<file path="src/rtl/muacm_in_arb.sv">
// muacm_in_arb: two-source, packet-granular round-robin arbiter in front of
// the muacm IN pipe (device-to-host byte stream).
//
// A grant is held until the owner ends its packet, reaches MAX_BURST bytes,
// or stays idle for IDLE_TIMEOUT granted cycles.
// At least one IDLE cycle separates consecutive grants.
//
// Build option: define MUACM_ARB_FLUSH_EN to insert a one-cycle FLUSH state
// (in_flush_now pulse) after burst-cut or timeout releases. Without it the
// FLUSH state does not exist and in_flush_now is tied low.

module muacm_in_arb #(
    parameter int MAX_BURST    = 64,  // 1..1024 bytes per grant
    parameter int IDLE_TIMEOUT = 16   // 0 disables the idle timeout
) (
    input  logic       clk,
    input  logic       rst_n,

    input  logic [7:0] s0_data,
    input  logic       s0_last,
    input  logic       s0_valid,
    output logic       s0_ready,

    input  logic [7:0] s1_data,
    input  logic       s1_last,
    input  logic       s1_valid,
    output logic       s1_ready,

    output logic [7:0] in_data,
    output logic       in_last,
    output logic       in_valid,
    input  logic       in_ready,
    output logic       in_flush_now,
    output logic       in_flush_time,

    output logic [1:0] grant
);

    // Byte counter must be able to hold MAX_BURST itself.
    localparam int CW = $clog2(MAX_BURST + 1);
    // Idle counter needs at least one bit even when the timeout is disabled.
    localparam int IW = (IDLE_TIMEOUT > 0) ? $clog2(IDLE_TIMEOUT + 1) : 1;
    localparam bit TIMEOUT_EN = (IDLE_TIMEOUT != 0);

`ifdef MUACM_ARB_FLUSH_EN
    typedef enum logic [1:0] {ST_IDLE, ST_GRANT, ST_FLUSH} state_t;
`else
    typedef enum logic [1:0] {ST_IDLE, ST_GRANT} state_t;
`endif

    state_t          state_q, state_d;
    logic [1:0]      grant_q, grant_d;
    // Round-robin pointer: 0 prefers s0, 1 prefers s1 when both request.
    logic            rr_q, rr_d;
    logic [CW-1:0]   byte_cnt_q, byte_cnt_d;
    logic [IW-1:0]   idle_cnt_q, idle_cnt_d;

    logic            owner_valid;
    logic            owner_last;
    logic [7:0]      owner_data;
    logic            xfer;
    logic [CW-1:0]   byte_cnt_inc;
    logic [IW-1:0]   idle_cnt_inc;
    logic            rel_last;
    logic            rel_burst;
    logic            rel_idle;
    logic            release_now;

    // Owner mux: grant_q is only non-zero in GRANT, so it alone gates the path.
    always_comb begin
        owner_valid = 1'b0;
        owner_last  = 1'b0;
        owner_data  = 8'h00;
        if (grant_q[0]) begin
            owner_valid = s0_valid;
            owner_last  = s0_last;
            owner_data  = s0_data;
        end else if (grant_q[1]) begin
            owner_valid = s1_valid;
            owner_last  = s1_last;
            owner_data  = s1_data;
        end
    end

    // Release conditions for the current cycle, acted on at the next edge.
    always_comb begin
        xfer         = owner_valid & in_ready;
        byte_cnt_inc = byte_cnt_q + 1'b1;
        idle_cnt_inc = idle_cnt_q + 1'b1;
        rel_last     = xfer & owner_last;
        rel_burst    = xfer & (byte_cnt_inc == CW'(MAX_BURST));
        rel_idle     = TIMEOUT_EN & (grant_q != 2'b00) & ~owner_valid &
                       (idle_cnt_inc == IW'(IDLE_TIMEOUT));
        release_now  = rel_last | rel_burst | rel_idle;
    end

    // Pipe-facing outputs: zero-latency pass-through of the current owner.
    always_comb begin
        in_data       = owner_data;
        in_last       = owner_last;
        in_valid      = owner_valid;
        s0_ready      = grant_q[0] & in_ready;
        s1_ready      = grant_q[1] & in_ready;
        in_flush_time = (state_q == ST_IDLE);
        grant         = grant_q;
`ifdef MUACM_ARB_FLUSH_EN
        in_flush_now  = (state_q == ST_FLUSH);
`else
        in_flush_now  = 1'b0;
`endif
    end

    // Next-state logic: arbitration in IDLE, counting and release in GRANT.
    always_comb begin
        state_d    = state_q;
        grant_d    = grant_q;
        rr_d       = rr_q;
        byte_cnt_d = byte_cnt_q;
        idle_cnt_d = idle_cnt_q;

        case (state_q)
            ST_IDLE: begin
                byte_cnt_d = '0;
                idle_cnt_d = '0;
                if (s0_valid || s1_valid) begin
                    state_d = ST_GRANT;
                    if (s0_valid && s1_valid) begin
                        grant_d = rr_q ? 2'b10 : 2'b01;
                    end else if (s0_valid) begin
                        grant_d = 2'b01;
                    end else begin
                        grant_d = 2'b10;
                    end
                end
            end

            ST_GRANT: begin
                if (xfer) begin
                    byte_cnt_d = byte_cnt_inc;
                end
                // Owner may pause mid-packet; only a sustained pause releases.
                if (owner_valid) begin
                    idle_cnt_d = '0;
                end else if (TIMEOUT_EN) begin
                    idle_cnt_d = idle_cnt_inc;
                end

                if (release_now) begin
                    // Prefer the other source next time both request.
                    rr_d       = grant_q[0];
                    grant_d    = 2'b00;
                    byte_cnt_d = '0;
                    idle_cnt_d = '0;
                    state_d    = ST_IDLE;
`ifdef MUACM_ARB_FLUSH_EN
                    // A packet end already closes the muacm packet; only
                    // burst cuts and timeouts need an explicit flush.
                    if (!rel_last) begin
                        state_d = ST_FLUSH;
                    end
`endif
                end
            end

`ifdef MUACM_ARB_FLUSH_EN
            ST_FLUSH: begin
                state_d = ST_IDLE;
            end
`endif

            default: begin
                state_d    = ST_IDLE;
                grant_d    = 2'b00;
                byte_cnt_d = '0;
                idle_cnt_d = '0;
            end
        endcase
    end

    // State registers; async reset drops any grant immediately.
    always_ff @(posedge clk or negedge rst_n) begin
        if (!rst_n) begin
            state_q    <= ST_IDLE;
            grant_q    <= 2'b00;
            rr_q       <= 1'b0;
            byte_cnt_q <= '0;
            idle_cnt_q <= '0;
        end else begin
            state_q    <= state_d;
            grant_q    <= grant_d;
            rr_q       <= rr_d;
            byte_cnt_q <= byte_cnt_d;
            idle_cnt_q <= idle_cnt_d;
        end
    end

endmodule

</file>
<file path="config.mk">
export PLATFORM = sky130hd
export DESIGN_NAME = muacm_in_arb
export DESIGN_NICKNAME = d
export VERILOG_FILES = /design/src/rtl/muacm_in_arb.sv
export SDC_FILE = /design/constraint.sdc
export NUM_CORES = 1
export LEC_CHECK = 0
export CAP_MARGIN = 20
export CORE_ASPECT_RATIO = 0.75
export CORE_MARGIN = 5
export CORE_UTILIZATION = 40
export DETAILED_ROUTE_END_ITERATION = 8
export PLACE_DENSITY = 0.8
export SYNTH_ARGS = -nofsm -noshare
export SYNTH_HDL_FRONTEND = slang
export SYNTH_SLANG_ARGS = --single-unit
</file>
<file path="constraint.sdc">
create_clock -name clk -period 1.8 [get_ports clk]
set_input_delay 0.36 -clock clk [delete_from_list [all_inputs] [get_ports clk]]
set_output_delay 0.36 -clock clk [all_outputs]
set_load 0.1 [all_outputs]
</file>
# Yosys cells after proc, flatten, opt, wreduce, memory -nomap -nowiden

Index checks and enable logic that the tools add are counted.

Word-level logic and storage cells: 49
Input port bits: 23
Output and inout bits: 16
Register bits: 17

Equal/unequal tests: 6
Reductions and logical operators: 6
Muxes and demuxes: 20
$add $sub $neg: 2
Bitwise gates (word level): 10

Operators with widths:

| cell                                                                  | count |
|---|---|
| 7-bit two-way mux                                                     | 3 |
| 8-bit two-way mux                                                     | 2 |
| 5-bit two-way mux                                                     | 3 |
| 2-bit two-way mux                                                     | 6 |
| 2-bit one-hot mux with 2 select lines                                 | 2 |
| 7-bit by 1-bit adder with 7-bit output, second input constant         | 1 |
| 1-bit bitwise AND                                                     | 7 |
| 7-bit equality test, second input constant                            | 1 |
| 5-bit by 1-bit adder with 5-bit output, second input constant         | 1 |
| 5-bit equality test, second input constant                            | 1 |
| 1-bit two-way mux                                                     | 4 |
| 2-bit AND reduction                                                   | 2 |
| 3-bit != test, second input constant                                  | 1 |
| 2-bit by 1-bit equality test with 1-bit output, second input constant | 1 |
| 2-bit zero test                                                       | 1 |
| 2-bit by 1-bit != test with 1-bit output, second input constant       | 1 |
| 2-bit != test, second input constant                                  | 1 |
| 1-bit OR                                                              | 2 |
| 2-bit nonzero test                                                    | 1 |
| 1-bit logical AND                                                     | 1 |
| 1-bit logical OR                                                      | 1 |
| 1-bit NOT                                                             | 1 |

# Depth between registers and ports, before layout

Depth in word-level cells: 8
Depth in mapped cells: 7
Mapped depth without buffers: 6

# Least setup slack after synthesis

No wires, ideal clock.

Path type: register -> register
Start point: register grant_q[1] (netlist: grant[1])
End point: register state_q[0]
Path buffers: 1
Required time: 1.661 ns
Setup slack: -1.085 ns
Cell stages (with the launch flop): 8
Library setup time: 0.139 ns
Arrival time: 2.746 ns
Period minus slack after synthesis: 2.885 ns
Path through: dfrtp_1 > nor2b_1 > buf_2 > a22oi_2 > inv_1 > nor3_2 > nor4_4 > o22ai_1

Elaborated cells between the ends (all ways): 15
Classes of those cells: eq/ne (1); mux (4); bitwise (8); reduce/logical (2)

RTL lines:

| what                                 | line | RTL |
|---|---|---|
| from (decl)                          | 52   | `logic [1:0] grant_q, grant_d;` |
| from (signal assigned)               | 190  | `grant_q <= grant_d;` |
| 1-bit two-way mux                    | 78   | `end else if (grant_q[1]) begin` |
| 1-bit two-way mux                    | 74   | `if (grant_q[0]) begin` |
| via in_last                          | 30   | `output logic in_last,` |
| 1-bit bitwise AND                    | 90   | `rel_last = xfer & owner_last;` |
| 1-bit OR (2 in a row)                | 94   | `release_now = rel_last \| rel_burst \| rel_idle;` |
| 2-bit != test (no source line)       | -    |  |
| 2-bit AND reduction (no source line) | -    |  |
| to (signal assigned)                 | 189  | `state_q <= state_d;` |
| to (decl)                            | 51   | `state_t state_q, state_d;` |

The timed path passes the listed nets, and every way through them passes these cells.
A chain may end at the register's enable or synchronous reset.

# Final worst setup path

Start point: register idle_cnt_q[1]
End point: register grant_q[0] (netlist: grant[0])

Cells in the longest elaborated chain, start to end: 6

RTL lines:

| what                                   | line | RTL |
|---|---|---|
| from (decl)                            | 56   | `logic [IW-1:0] idle_cnt_q, idle_cnt_d;` |
| from (signal assigned)                 | 193  | `idle_cnt_q <= idle_cnt_d;` |
| 5-bit by 1-bit adder with 5-bit output | 89   | `idle_cnt_inc = idle_cnt_q + 1'b1;` |
| 5-bit equality test                    | 93   | `(idle_cnt_inc == IW'(IDLE_TIMEOUT));` |
| 1-bit bitwise AND                      | 92   | `rel_idle = TIMEOUT_EN & (grant_q != 2'b00) & ~owner_valid &` |
| 1-bit OR                               | 94   |  |
| 2-bit != test (no source line)         | -    |  |
| 2-bit AND reduction (no source line)   | -    |  |

No other way between the ends.

==> impl_metrics.ini <==
[cts]
htreeDepth = 1
clock_sinks = 16
clkTransAtPathRegs_ps = 70
cts_tree = yes
root_buffer = clkbuf_8
holdBufCountCts = 0
clockBufferDepth = 2
clock_latency_ps = 250
cts_buffers = 3

[sta]
max_freq_mhz = 524
min_period_over_period_pct = 106
hold_violations = 0
worst_slack_ps = -107
setup_viol_count_final = 13
fin_skew_ps = 2.74
rsz0062_at_grt = true
drv_slew = 0
fin_crit_ps = 1910

[setup_path]
worst-path-buf-inv = 1
reg2regPathDepth = 6
max_stage_delay_ps = 400
rr_endpoint = grant[0]
r2r_start = idle_cnt_q[1]
crit_end = grant[0]
cpMaxStageDelayCell = dfrtp_1
critical_path_class = register to register
worst-path-stages = 6
cp.required_ps = 1910
cp-end-kind = register
startpoint = idle_cnt_q[1]
cp_cell_sequence = and3_4, or3b_4, a211o_4, o21ai_4, buf_12, o32ai_2
cpLargestDelayFamily = compound AO/OA/AOI/OAI gates
startpoint_type = register
critPathArrivalTime_ps = 2020
r2r_slack_ps = -110
cp_max_fo = 5

[global_route]
grt_remaining_overflow = 0
antenna_found_initial = 0
track_usage_pct = 23.5
grt_first_pass_wirelength_um = 7810
grt_max_degree = 17
grt_pass1_vias = 1572

[floorplanning]
core_area_um2 = 2980
die_h_um = 58.5
pin_count = 39
rows = 17
start_util_pct = 42.1
die_x_um = 74.6
dieArea_um2 = 4370

[logic_synthesis]
yosysUniqueCellTypes = 48
synth_seq_cells = 16
yosys_most_used_dff = dfrtp_1
yosys.area.top_type = dfrtp_1
synthArstFlopShare_pct = 100
synthesis.nets = 167
synth_edf_count = 0
synth_area_leaders = dfrtp_1 32%, a22o_1 5.6%, ha_1 4.0%
syn_avg_cell_area_um2 = 8.96
synth_cells = 140
yosys_warnings = 0
yosys.area.top_type_share_pct = 31.9
syn_area_um2 = 1250
yosysSeqAreaShare_pct = 31.9

[drt]
wl_per_cell_um = 20.9
totalWireLength_um = 5320
drt.antenna.violating_nets = 0
via_per_inst = 5.98
via_count = 1520
drcViolationCount = 0
dr.pass1.iters = 5
drtIter0Drc = 109

[power_and_ir_drop]
ir_worst_vdd_uv = 1350
p_per_area_nw_per_um2 = 1780
power_leakage_nw = 1.03

[placement]
io_buffer_count = 37
place_worst_setup_slack_ps = -366
place.gp.congestion = 0.897
hpwl_um = 3500

[worst_hold_path]
hold_class = input port to asynchronous set/reset pin

[job]
cap_violations = 0

[final_layout]
n_antenna_cell = 0
drive_gt1_share_pct = 53.2
final_core_util_pct = 83.7
area_growth_pct = 98.7
nFillCells = 148
nets = 244

[outcome]
violations = setup timing
status = complete, but fails checks
area by class of cell:
cell class                      instances  area [um^2]  area share (%)
Timing Repair Buffer                   81          893            35.9
Tap cell                               38         47.5            1.91
Multi-Input combinational cell        106         1040            41.9
Inverter                                9         41.3            1.66
Clock buffer                            4         55.1            2.21
Sequential cell                        16          410            16.5
routing by layer:
layer / wire, um / global-route usage (%)
met5: 0 / 0
met4: 170 / 6.35
met3: 518 / 9.04
met2: 2710 / 40.4
met1: 1920 / 27.1
Yosys cell counts, types with 2 or more instances:
| cell | count |
|---|---|
| nor3_1 | 3 |
| inv_1 | 9 |
| o21ai_0 | 2 |
| xor2_1 | 4 |
| ha_1 | 4 |
| nand3_1 | 4 |
| and2_1 | 7 |
| nand4_1 | 2 |
| nor2_1 | 10 |
| a31oi_1 | 4 |
| a21oi_1 | 8 |
| xnor2_1 | 2 |
| clkbuf_1 | 4 |
| o211ai_2 | 2 |
| o2111ai_1 | 4 |
| dfrtp_1 | 16 |
| buf_2 | 3 |
| or3_1 | 2 |
| o211ai_1 | 6 |
| a22o_1 | 8 |
| nand2_1 | 9 |
cells in the final DEF, fill, tap and decap left out, drive strengths merged, types with 3 or more instances in the layout:
master / synthesis / layout
a22o: 8 / 8
nor3: 4 / 4
ha: 4 / 4
a31oi: 4 / 4
a21oi: 8 / 8
and2: 7 / 7
xor2: 4 / 4
clkdlybuf4s50: 0 / 21
o21ai: 4 / 4
o211ai: 8 / 8
nand2: 9 / 9
nor4: 3 / 3
nand3: 5 / 5
buf: 5 / 59
clkbuf: 4 / 4
nor2: 10 / 10
inv: 9 / 7
dfrtp: 16 / 16
o2111ai: 4 / 4
what timing repair did:
action	4_1_cts	5_1_grt
pin swaps	12	12
buffers inserted	9	5
endpoints found under the setup margin	21	21
gates resized for setup	22	32
hold endpoints to repair	0	0
through the flow:
step                instances  area (um^2)  hold WS [ps]  TNS (ps)  total power, W
floorplan                 140         1300          64.4     -5640         0.00240
global placement          236         2040           544     -1340         0.00342
detailed placement        236         2040           578     -3520         0.00354
CTS                       249         2300           448      -650         0.00411
global route              254         2490           436     -1500         0.00461
finish                    254         2490           440      -713         0.00443
worst min-delay path by stage:
| stage | cells after the start | to | slack [ps] |
|---|---|---|---|
| 2_1_floorplan | 0 | byte_cnt_q[0] | 60 |
| 3_3_place_gp | 2 | idle_cnt_q[0] | 540 |
| 3_5_place_dp | 2 | idle_cnt_q[0] | 580 |
| 4_1_cts | 2 | idle_cnt_q[0] | 450 |
| 5_1_grt | 2 | grant[1] | 440 |
| 6_report | 2 | idle_cnt_q[0] | 440 |
state kept, by name, summed over array words and instances (netlist names):
name,count
byte_cnt_q,7
idle_cnt_q,5
grant,2
rr_q,1
state_q,1
logic make-up (layout without fill, tap and decap cells):
kind of cell / count (synthesis) / in the layout / share of synthesized area (%)
other: 1 / 1 / 0.299
xor gates and xnor gates: 6 / 6 / 4.19
and+or+nand+nor: 47 / 47 / 22.1
adders and majority gates: 4 / 4 / 3.99
AOI/OAI and AO/OA: 48 / 48 / 30.9
DFF: 16 / 16 / 31.9
buffers and inverters: 18 / 94 / 6.59
power breakdown:
group	total (W)	internal [W]	leakage, nW	switching (W)
sequential	0.000666	0.000498	0.189	0.000168
clock	0.000325	0.000194	0.0288	0.000130
combinational	0.00344	0.00142	0.816	0.00202
Power figures use the tool's default switching activity.
